`src/rtl/instr_loader.sv`:
```
// Push-button instruction loader: synchronizes and debounces a button, then assembles
// two switch bytes into a 4-bit opcode and 12-bit operand for the CPU core.
module instr_loader #(
    parameter int DB_CYCLES = 16
) (
    input  logic        clk,
    input  logic        rst,
    input  logic        btn_raw,
    input  logic [7:0]  data_in,
    input  logic        clr,
    output logic [3:0]  opcode,
    output logic [11:0] instr,
    output logic        inst_done,
    output logic        btn_edge,
    output logic [1:0]  load_state
);

    typedef enum logic [1:0] {
        S_HI   = 2'b00,
        S_LO   = 2'b01,
        S_EXEC = 2'b10
    } state_t;

    localparam logic [15:0] DB_LAST = 16'(DB_CYCLES - 1);

    logic        r_sync1, r_sync2;
    logic        r_db, r_db_d;
    logic [15:0] r_cnt;
    logic        r_btn_edge;
    state_t      r_state, w_state_nxt;
    logic        w_cap_hi, w_load;
    logic [7:0]  r_hi_q;
    logic [3:0]  r_opcode;
    logic [11:0] r_instr;
    logic        r_inst_done;

    always_ff @(posedge clk or posedge rst) begin
        if (rst) begin
            r_sync1 <= 1'b0;
            r_sync2 <= 1'b0;
        end else begin
            r_sync1 <= btn_raw;
            r_sync2 <= r_sync1;
        end
    end

    // Level flips only after DB_CYCLES consecutive cycles of disagreement.
    always_ff @(posedge clk or posedge rst) begin
        if (rst) begin
            r_db  <= 1'b0;
            r_cnt <= '0;
        end else if (r_sync2 != r_db) begin
            if (r_cnt == DB_LAST) begin
                r_db  <= r_sync2;
                r_cnt <= '0;
            end else begin
                r_cnt <= r_cnt + 16'd1;
            end
        end else begin
            r_cnt <= '0;
        end
    end

    always_ff @(posedge clk or posedge rst) begin
        if (rst) begin
            r_db_d     <= 1'b0;
            r_btn_edge <= 1'b0;
        end else begin
            r_db_d     <= r_db;
            r_btn_edge <= r_db & ~r_db_d;
        end
    end

    always_ff @(posedge clk or posedge rst) begin
        if (rst) r_state <= S_HI;
        else     r_state <= w_state_nxt;
    end

    // clr overrides any press seen in the same cycle.
    always_comb begin
        w_state_nxt = r_state;
        w_cap_hi    = 1'b0;
        w_load      = 1'b0;
        if (clr) begin
            w_state_nxt = S_HI;
        end else if (r_btn_edge) begin
            case (r_state)
                S_HI: begin
                    w_cap_hi    = 1'b1;
                    w_state_nxt = S_LO;
                end
                S_LO: begin
                    w_load      = 1'b1;
                    w_state_nxt = S_EXEC;
                end
                S_EXEC:  w_state_nxt = S_HI;
                default: w_state_nxt = S_HI;
            endcase
        end
    end

    always_ff @(posedge clk or posedge rst) begin
        if (rst) begin
            r_hi_q      <= '0;
            r_opcode    <= '0;
            r_instr     <= '0;
            r_inst_done <= 1'b0;
        end else begin
            r_inst_done <= w_load;
            if (clr)
                r_hi_q <= '0;
            else if (w_cap_hi)
                r_hi_q <= data_in;
            if (w_load) begin
                r_opcode <= r_hi_q[7:4];
                r_instr  <= {r_hi_q[3:0], data_in};
            end
        end
    end

    assign opcode     = r_opcode;
    assign instr      = r_instr;
    assign inst_done  = r_inst_done;
    assign btn_edge   = r_btn_edge;
    assign load_state = r_state;

endmodule

```
`config.mk`:
```
export PLATFORM = sky130hd
export DESIGN_NAME = instr_loader
export DESIGN_NICKNAME = d
export VERILOG_FILES = /design/src/rtl/instr_loader.sv
export SDC_FILE = /design/constraint.sdc
export NUM_CORES = 1
export LEC_CHECK = 0
export CAP_MARGIN = 10
export CORE_MARGIN = 2
export CORE_UTILIZATION = 45
export CTS_BUF_LIST = sky130_fd_sc_hd__clkbuf_4 sky130_fd_sc_hd__clkbuf_8
export DETAILED_ROUTE_END_ITERATION = 10
export DONT_BUFFER_PORTS = 1
export PLACE_DENSITY_LB_ADDON = 0.2
export SLEW_MARGIN = 20
export SYNTH_ARGS = -nofsm -noshare
export SYNTH_HDL_FRONTEND = slang
export SYNTH_SLANG_ARGS = --single-unit
export TNS_END_PERCENT = 50
```
`constraint.sdc`:
```
create_clock -name clk -period 1.6 [get_ports clk]
set_input_delay 0.32 -clock clk [delete_from_list [all_inputs] [get_ports clk]]
set_output_delay 0.32 -clock clk [all_outputs]
set_load 0.02 [all_outputs]
```
==> results of run 1 <==
[layout by cell type (no fill, tap or decap), drive strengths merged, types with 2 or more instances in the layout]
cell	instances
a21oi	2
nand3	4
nor2	27
mux2i	8
xnor2	13
nand4	5
clkbuf	5
dfrtp	48
nor4	7
inv	6
buf	9
nand2	4
nor3	5
mux2	17
xor2	2
[state kept, by name (all words and copies together) (netlist names)]
signal      flops
btn_edge        1
inst_done       1
instr          12
load_state      2
opcode          4
r_cnt          16
r_db            1
r_db_d          1
r_hi_q          8
r_sync1         1
r_sync2         1
[through the flow]
step | area (um2) | hold slack, ns | utilization [%] | std cells | total power [mW]
6_report | 2230 | 0.0481 | 52.3 | 224 | 2.13
5_1_grt | 2230 | 0.0207 | 52.3 | 224 | 2.24
4_1_cts | 2220 | 0.0403 | 52.1 | 224 | 2.16
3_5_place_dp | 2100 | 0.265 | 49.3 | 215 | 1.31
3_3_place_gp | 2100 | 0.262 | 49.3 | 215 | 1.30
2_1_floorplan | 1960 | 0.331 | - | 158 | 1.29
[cell type report]
| cell class | instances | area (um2) | area share, % |
|---|---|---|---|
| timing repair buffer | 10 | 103 | 4.60 |
| clock inverter | 3 | 42.5 | 1.91 |
| inverter | 6 | 22.5 | 1.01 |
| multi-input combinational | 100 | 726 | 32.5 |
| clock buffer | 5 | 68.8 | 3.09 |
| tap | 52 | 65.1 | 2.92 |
| sequential | 48 | 1200 | 53.9 |
[worst paths after layout]
kind | from | end | slack [ns] | cells past startpoint
worst max-delay path | r_cnt[0] | r_cnt[14] | 0.12 | 5
worst min-delay path | btn_raw | r_sync1 | 0.05 | 0
worst max register to register | r_cnt[0] | r_cnt[14] | 0.12 | 5
worst min register to register | r_sync1 | r_sync2 | 0.35 | 0
max in group asynchronous | rst | r_hi_q[2] | 0.88 | 3
min in group asynchronous | rst | r_sync2 | 0.51 | 3
[where the power goes]
group	switching (mW)	total, mW	internal, mW
clock	0.387	0.850	0.462
combinational	0.0359	0.0543	0.0184
sequential	0.00759	1.23	1.22
total	0.431	2.13	1.70
[critical path, stage by stage, from the launching register on]
cell and delay (ns):
dfrtp_1 0.40, ha_1 0.23, nand4_1 0.20, nor4_2 0.34, xnor2_1 0.16, nor2_1 0.05
[kinds of logic (layout without fill, tap and decap cells)]
family	after synthesis	in the layout	share of synthesized area, %
AO/OA/AOI/OAI	2	2	0.510
AND/OR/NAND/NOR	57	57	14.7
multiplexers	25	25	13.8
buffers and inverters	10	24	2.42
flip-flops	48	48	61.2
adder cells (fa/ha/maj)	1	1	0.637
XOR/XNOR	15	15	6.69
[what timing repair did]
action / CTS / global route
endpoints found under the hold margin: 48 / 0
hold buffers: 1 / 0
setup endpoints to repair: 0 / 1
gates resized for setup: 0 / 1
[layer usage]
metal | up-vias | routed length, um | track usage [%]
met2 | 43 | 1550 | 22.3
li1 | 566 | - | -
met1 | 607 | 1410 | 18.7
met3 | 10 | 198 | 5.48
met5 | - | 0 | 0
met4 | 0 | 82 | 6.84
==> flow_summary.json, run 1 <==
{
  "dp_hpwl_mm": 2.18,
  "wl_mm": 3.24,
  "hold_viol": 0,
  "initialDrtViolationCount": 108,
  "fin_skew_ns": 0.00409,
  "area_growth_pct": 13.6,
  "drive_above_1_share_pct": 23.3,
  "cts_max_level": 2,
  "synth_cells": 158,
  "grt_max_degree": 49,
  "worst_slew_margin_rel_pct": 77.3,
  "postSynth.asyncResetShare_pct": 100,
  "crit_fanout": 4,
  "synth_top_area_cell": "dfrtp_1",
  "min_period_ns": 1.48,
  "rows": 24,
  "power_density_nw_per_um2": 956,
  "final_max_slew_viol_count": 0,
  "avgSynthCellArea_um2": 12.4,
  "grt_pass1_vias": 1216,
  "ys_seq_area_share_pct": 61.2,
  "numClockSinks": 48,
  "crit_arrival_ns": 1.67,
  "insertion_delay_ns": 0.29,
  "synthesis.area_um2": 1960,
  "synth_edf_count": 0,
  "synth_area_leaders": "dfrtp_1 (61%), mux2_2 (9.8%), xnor2_1 (5.8%)",
  "cp-start-kind": "flop",
  "dp_slack_ns": 0.134,
  "vdd_drop_max_mv": 0.479,
  "endpoint_kind": "flop",
  "max-clock-path-buffers": 2,
  "viasPerCell": 5.47,
  "ys_seq_elements": 48,
  "worst_slew_pin_slew_ns": 0.338,
  "wl_per_cell_um": 14.5,
  "grt_util_all_layers_pct": 14.7,
  "ys_top_cells_by_count": "dfrtp_1 (48), nor2_1 (27), mux2_2 (17)",
  "cts_setup_buffers": 0,
  "hold_class": "primary input to flop",
  "setup_viol": 0,
  "drc": 0,
  "antenna_found_initial": 0,
  "dr.pass1.iters": 4,
  "synth_top_cell_area_share_pct": 61.2,
  "initial_core_util_pct": 46.0,
  "grt_pass1_wl_mm": 5.68,
  "fmax_mhz": 674,
  "status": "complete, no violations",
  "cts_buffers": 5,
  "ant_nets": 0,
  "dieWidth_um": 70.1,
  "vias": 1226,
  "synth_ff_type": "dfrtp_1",
  "cap_violations": 0,
  "cts_tree": "built",
  "n_fill_cell": 381,
  "fin_tns_setup_ns": 0,
  "ys_types": 23,
  "coreArea_um2": 4260,
  "fin_ws_ns": 0.117,
  "clockRootBuffer": "clkbuf_8",
  "layout_worst_path_cycle_share_pct": 92.7,
  "fin_nets": 184,
  "syn_nets": 171,
  "critical_path_required_ns": 1.79,
  "die_y_um": 70.1,
  "yosys_warnings": 0,
  "io_buffers": 0,
  "dieArea_um2": 4910,
  "place.gp.congestion": 0.850,
  "worstSetupPathType": "flop to flop",
  "clk_pin_slew_ns": 0.08,
  "overflow": 0,
  "pin_count": 32,
  "yosysMostFrequentCell": "dfrtp_1",
  "antenna_cells": 0,
  "leakage_nw": 0.989
}
(Power assumes the default switching activity.)
==> run 2: changes to the inputs <==
- CORE_UTILIZATION: 45 -> 55
==> flow_summary.json, run 2 (synthesis gave the netlist of run 1 again) <==
{
  "crit_arrival_ns": 1.72,
  "clockRootBuffer": "clkbuf_4",
  "clk_pin_slew_ns": 0.13,
  "wl_per_cell_um": 15.1,
  "dieArea_um2": 4060,
  "wl_mm": 3.37,
  "holdPathStages": 1,
  "grt_util_all_layers_pct": 19.1,
  "rsz0062_at_grt": "false",
  "antenna_found_initial": 0,
  "largest-register": "r_cnt",
  "layout_worst_path_cycle_share_pct": 91.6,
  "final_cell_mix": "dfrtp_1 (47), nor2_1 (27), mux2_2 (17), xnor2_1 (13), mux2i_1 (8)",
  "largest_register_ffs": 16,
  "cts_setup_buffers": 0,
  "seq_area_um2": 1200,
  "crit_fanout": 4,
  "hold_viol": 0,
  "dp_hpwl_mm": 2.39,
  "viasPerCell": 5.47,
  "grt_max_degree": 32,
  "coreArea_um2": 3390,
  "layoutNonFillerInstCount": 223,
  "rrSetupSlack_ns": 0.13,
  "worstSetupPathType": "flop to flop",
  "place_area_um2": 2090,
  "r2r_start": "r_cnt[0]",
  "worst_hold_slack_ns": 0.0272,
  "initialDrtViolationCount": 51,
  "fmax_mhz": 682,
  "grt_pass1_wl_mm": 5.94,
  "numClockSinks": 48,
  "area_growth_pct": 14.6,
  "reg2reg_depth": 5,
  "antenna_cells": 0,
  "min_to": "r_hi_q[0]",
  "max-clock-path-buffers": 2,
  "grt_pass1_vias": 1271,
  "worst_slew_margin_rel_pct": 73.5,
  "cp-start-kind": "flop",
  "cap_violations": 0,
  "r2r_end": "r_cnt[14]",
  "postCtsHoldBufs": 4,
  "insertion_delay_ns": 0.35,
  "die_y_um": 63.7,
  "cts_max_level": 2,
  "pin_count": 32,
  "final_common_cell": "dfrtp_1",
  "leakage_nw": 1.01,
  "cts_resized": 0,
  "fin_nets": 189,
  "rows": 21,
  "dr.pass1.iters": 4,
  "vias": 1219,
  "cts_buffers": 5,
  "power_density_nw_per_um2": 918,
  "cts_tree": "built",
  "multi_input_comb_area_um2": 719,
  "min_period_ns": 1.47,
  "critical_path_required_ns": 1.86,
  "fin_tns_setup_ns": 0,
  "io_buffers": 0,
  "drc": 0,
  "fin_skew_ns": 0.00859,
  "setup_viol": 0,
  "place.gp.congestion": 0.795,
  "worst_slew_pin_slew_ns": 0.396,
  "initial_core_util_pct": 57.9,
  "overflow": 0,
  "ant_nets": 0,
  "status": "complete, no violations",
  "finalInstanceArea_um2": 2250,
  "hold_class": "primary input to flop",
  "dieWidth_um": 63.7,
  "final_max_slew_viol_count": 0,
  "hold_start": "clr",
  "n_fill_cell": 248,
  "power_mw": 2.06,
  "dp_cells": 209,
  "drive_above_1_share_pct": 22.0,
  "endpoint_kind": "flop",
  "vdd_drop_max_mv": 0.667
}
==> run 2: changes by cell type in the layout (fill, tap and decap cells not counted) <==
cell,before,now
clkbuf_4,0,5
nor4_2,1,0
clkbuf_8,5,2
nor4_1,6,7
clkinvlp_4,1,0
dlygate4sd3_1,1,6
clkinv_2,1,0
==> run 2: metal layers <==
| metal | routed length (um) | global-route usage [%] | share of wire, % | up-vias |
|---|---|---|---|---|
| met5 | 0 | 0 | 0 | - |
| met2 | 1760 | 33.0 | 52 | 29 |
| met1 | 1380 | 23.0 | 41 | 605 |
| met4 | 71 | 7.34 | 2.1 | 0 |
| li1 | - | - | - | 578 |
| met3 | 165 | 4.93 | 4.9 | 7 |
==> run 2: worst max-delay path, stage by stage (launching register included) <==
cell	delay (ns)
dfrtp_1	0.41
ha_1	0.22
nand4_1	0.18
nor4_1	0.35
xnor2_1	0.16
nor2_1	0.05
==> run 2: power by group <==
group	switching [mW]	internal, mW
clock	0.355	0.415
sequential	0.00741	1.22
combinational	0.0395	0.0259
==> run 2: per-stage QoR <==
stage	worst slack, ns	util [%]
2_1_floorplan	-0.0195	-
3_3_place_gp	0.181	61.8
3_5_place_dp	0.143	61.8
4_1_cts	0.142	65.8
5_1_grt	0.0409	66.4
6_report	0.135	66.4
==> run 2: final cells by class <==
class	instances	share of cell area, %
inverter	6	1.00
sequential	48	53.4
clock inverter	1	1.33
tap	46	2.56
timing repair buffer	15	6.79
multi-input combinational	100	32.0
clock buffer	7	2.89
==> run 2: worst max path at each step <==
| stage | slack, ns | start | depth (start not counted) | end |
|---|---|---|---|---|
| 3_3_place_gp | 0.18 | r_cnt[0] | 5 | r_cnt[14] |
| 4_1_cts | 0.14 | r_cnt[0] | 5 | r_cnt[14] |
| 2_1_floorplan | -0.02 | btn_edge | 4 | instr[0] |
| 6_report | 0.13 | r_cnt[0] | 5 | r_cnt[14] |
| 5_1_grt | 0.04 | r_cnt[10] | 5 | r_cnt[4] |
| 3_5_place_dp | 0.14 | r_cnt[0] | 5 | r_cnt[14] |
==> run 3: changes to the inputs <==
- SKIP_LAST_GASP: not set -> 1
- clock period: 1.6 -> 1.7 ns (I/O delays scaled with it)
==> flow_summary.json, run 3 (synthesis gave the netlist of run 1 again) <==
{
  "status": "complete, no violations",
  "hold_viol": 0,
  "hold_class": "primary input to flop",
  "grt_pass1_wl_mm": 5.60,
  "place.gp.congestion": 0.884,
  "dp_cells": 208,
  "layoutNonFillerInstCount": 220,
  "clockRootBuffer": "clkbuf_4",
  "largest_register_ffs": 16,
  "overflow": 0,
  "grt_util_all_layers_pct": 18.3,
  "dr.pass1.iters": 4,
  "min_to": "instr[1]",
  "ant_nets": 0,
  "pin_count": 32,
  "coreArea_um2": 3390,
  "crit_arrival_ns": 1.78,
  "fin_nets": 186,
  "initialDrtViolationCount": 71,
  "endpoint_kind": "flop",
  "path_cells": "ha_1 -> nand3_2 -> nand4b_1 -> nand2_1 -> buf_4 -> nor2_1",
  "dp_hpwl_mm": 2.24,
  "holdPathStages": 1,
  "rows": 21,
  "slowest_stage": "dfrtp_1",
  "power_mw": 1.91,
  "cp_top_family": "simple AND/OR/NAND/NOR gates",
  "dieArea_um2": 4060,
  "worst_slew_margin_rel_pct": 62.5,
  "dieWidth_um": 63.7,
  "worst_hold_slack_ns": 0.114,
  "wl_mm": 3.26,
  "crit_fanout": 15,
  "drive_above_1_share_pct": 21.3,
  "layout_worst_path_cycle_share_pct": 89.1,
  "min_period_ns": 1.51,
  "gr-usage-met1_pct": 21.5,
  "cts_buffers": 5,
  "vias": 1211,
  "setup_viol": 0,
  "critical_path.max_stage_delay_ns": 0.41,
  "antenna_cells": 0,
  "grt.busiest_layer": "met2",
  "max-clock-path-buffers": 2,
  "hold_start": "data_in[1]",
  "final_cell_mix": "dfrtp_1 (48), nor2_1 (27), mux2_2 (17), xnor2_1 (13), mux2i_1 (8)",
  "cap_violations": 0,
  "antenna_found_initial": 0,
  "wl_per_cell_um": 14.8,
  "fin_tns_setup_ns": 0,
  "clk_pin_slew_ns": 0.14,
  "fin_skew_ns": 0.0112,
  "viasPerCell": 5.50,
  "io_buffers": 0,
  "grt_use_met3_pct": 6.69,
  "rsz0062_at_grt": "false",
  "use_met2_pct": 29.7,
  "area_growth_pct": 12.2,
  "crit_buf_inv": 1,
  "insertion_delay_ns": 0.36,
  "vdd_drop_max_mv": 0.620,
  "numClockSinks": 48,
  "rrSetupSlack_ns": 0.19,
  "leakage_nw": 0.985,
  "largest-register": "r_cnt",
  "power_density_nw_per_um2": 868,
  "final_max_slew_viol_count": 0,
  "die_y_um": 63.7,
  "grt_max_degree": 49,
  "worstSetupPathType": "flop to flop",
  "final_common_cell": "dfrtp_1",
  "critical_path_required_ns": 1.96,
  "cts_tree": "built",
  "cts_max_level": 2,
  "r2r_start": "r_cnt[0]",
  "reg2reg_depth": 6,
  "grt_pass1_vias": 1219,
  "cp-start-kind": "flop",
  "fmax_mhz": 660,
  "r2r_end": "r_cnt[9]",
  "drc": 0,
  "fin_util_pct": 65.0,
  "worst_slew_pin_slew_ns": 0.562,
  "initial_core_util_pct": 57.9
}
==> run 3: changes by cell type in the layout (fill, tap and decap cells not counted), sizes merged <==
cell,change
clkbuf,-1
clkinv,+1
buf,-1
dlygate4sd3,-2
==> run 3: worst max-delay path by stage <==
stage / startpoint / end / cells after the start
floorplan: btn_edge / instr[0] / 4
global placement: r_cnt[0] / r_cnt[12] / 6
detailed placement: r_cnt[0] / r_cnt[9] / 6
CTS: r_cnt[0] / r_cnt[2] / 6
global route: r_cnt[14] / r_cnt[0] / 5
finish: r_cnt[0] / r_cnt[9] / 6
==> run 3: layout make-up <==
type	count	area (um2)
flip-flops and latches	48	1200
fillers	265	1190
multi-input cells	100	719
repair buffers	12	113
well taps	46	57.6
clock buffers	6	51.3
clock inverters	2	38.8
inverters	6	22.5
==> run 3: power breakdown <==
group | switching [mW] | total (mW) | internal, mW | leakage, nW
clock network | 0.350 | 0.703 | 0.352 | 0.0484
registers | 0.00761 | 1.16 | 1.15 | 0.664
logic | 0.0358 | 0.0526 | 0.0168 | 0.273
==> run 3: timing repair <==
item / in CTS / in global routing
setup endpoints to repair: 0 / 4
hold buffers: 3 / 1
gates resized for setup: 0 / 1
buffers inserted: 0 / 0
hold endpoints to repair: 41 / 9
==> run 3: worst reg2reg max path: cells and delay by family (launching register included) <==
family | cells | cell delay (ns)
AND/OR/NAND/NOR | 4 | 0.57
buffers and inverters | 1 | 0.20
adder cells (fa/ha/maj) | 1 | 0.24
flip-flops | 1 | 0.41
==> run 3: through the flow <==
step	setup slack [ns]	instance area [um2]
global route	0.0471	2200
floorplan	0.0314	1960
detailed placement	0.159	2070
finish	0.185	2200
CTS	0.137	2190
global placement	0.159	2070
==> run 3: layer usage <==
layer / part of all wire [%] / up-vias
met2: 49 / 31
met4: 2.2 / 0
met5: 0 / -
met3: 6.5 / 6
met1: 42 / 605
li1: - / 569
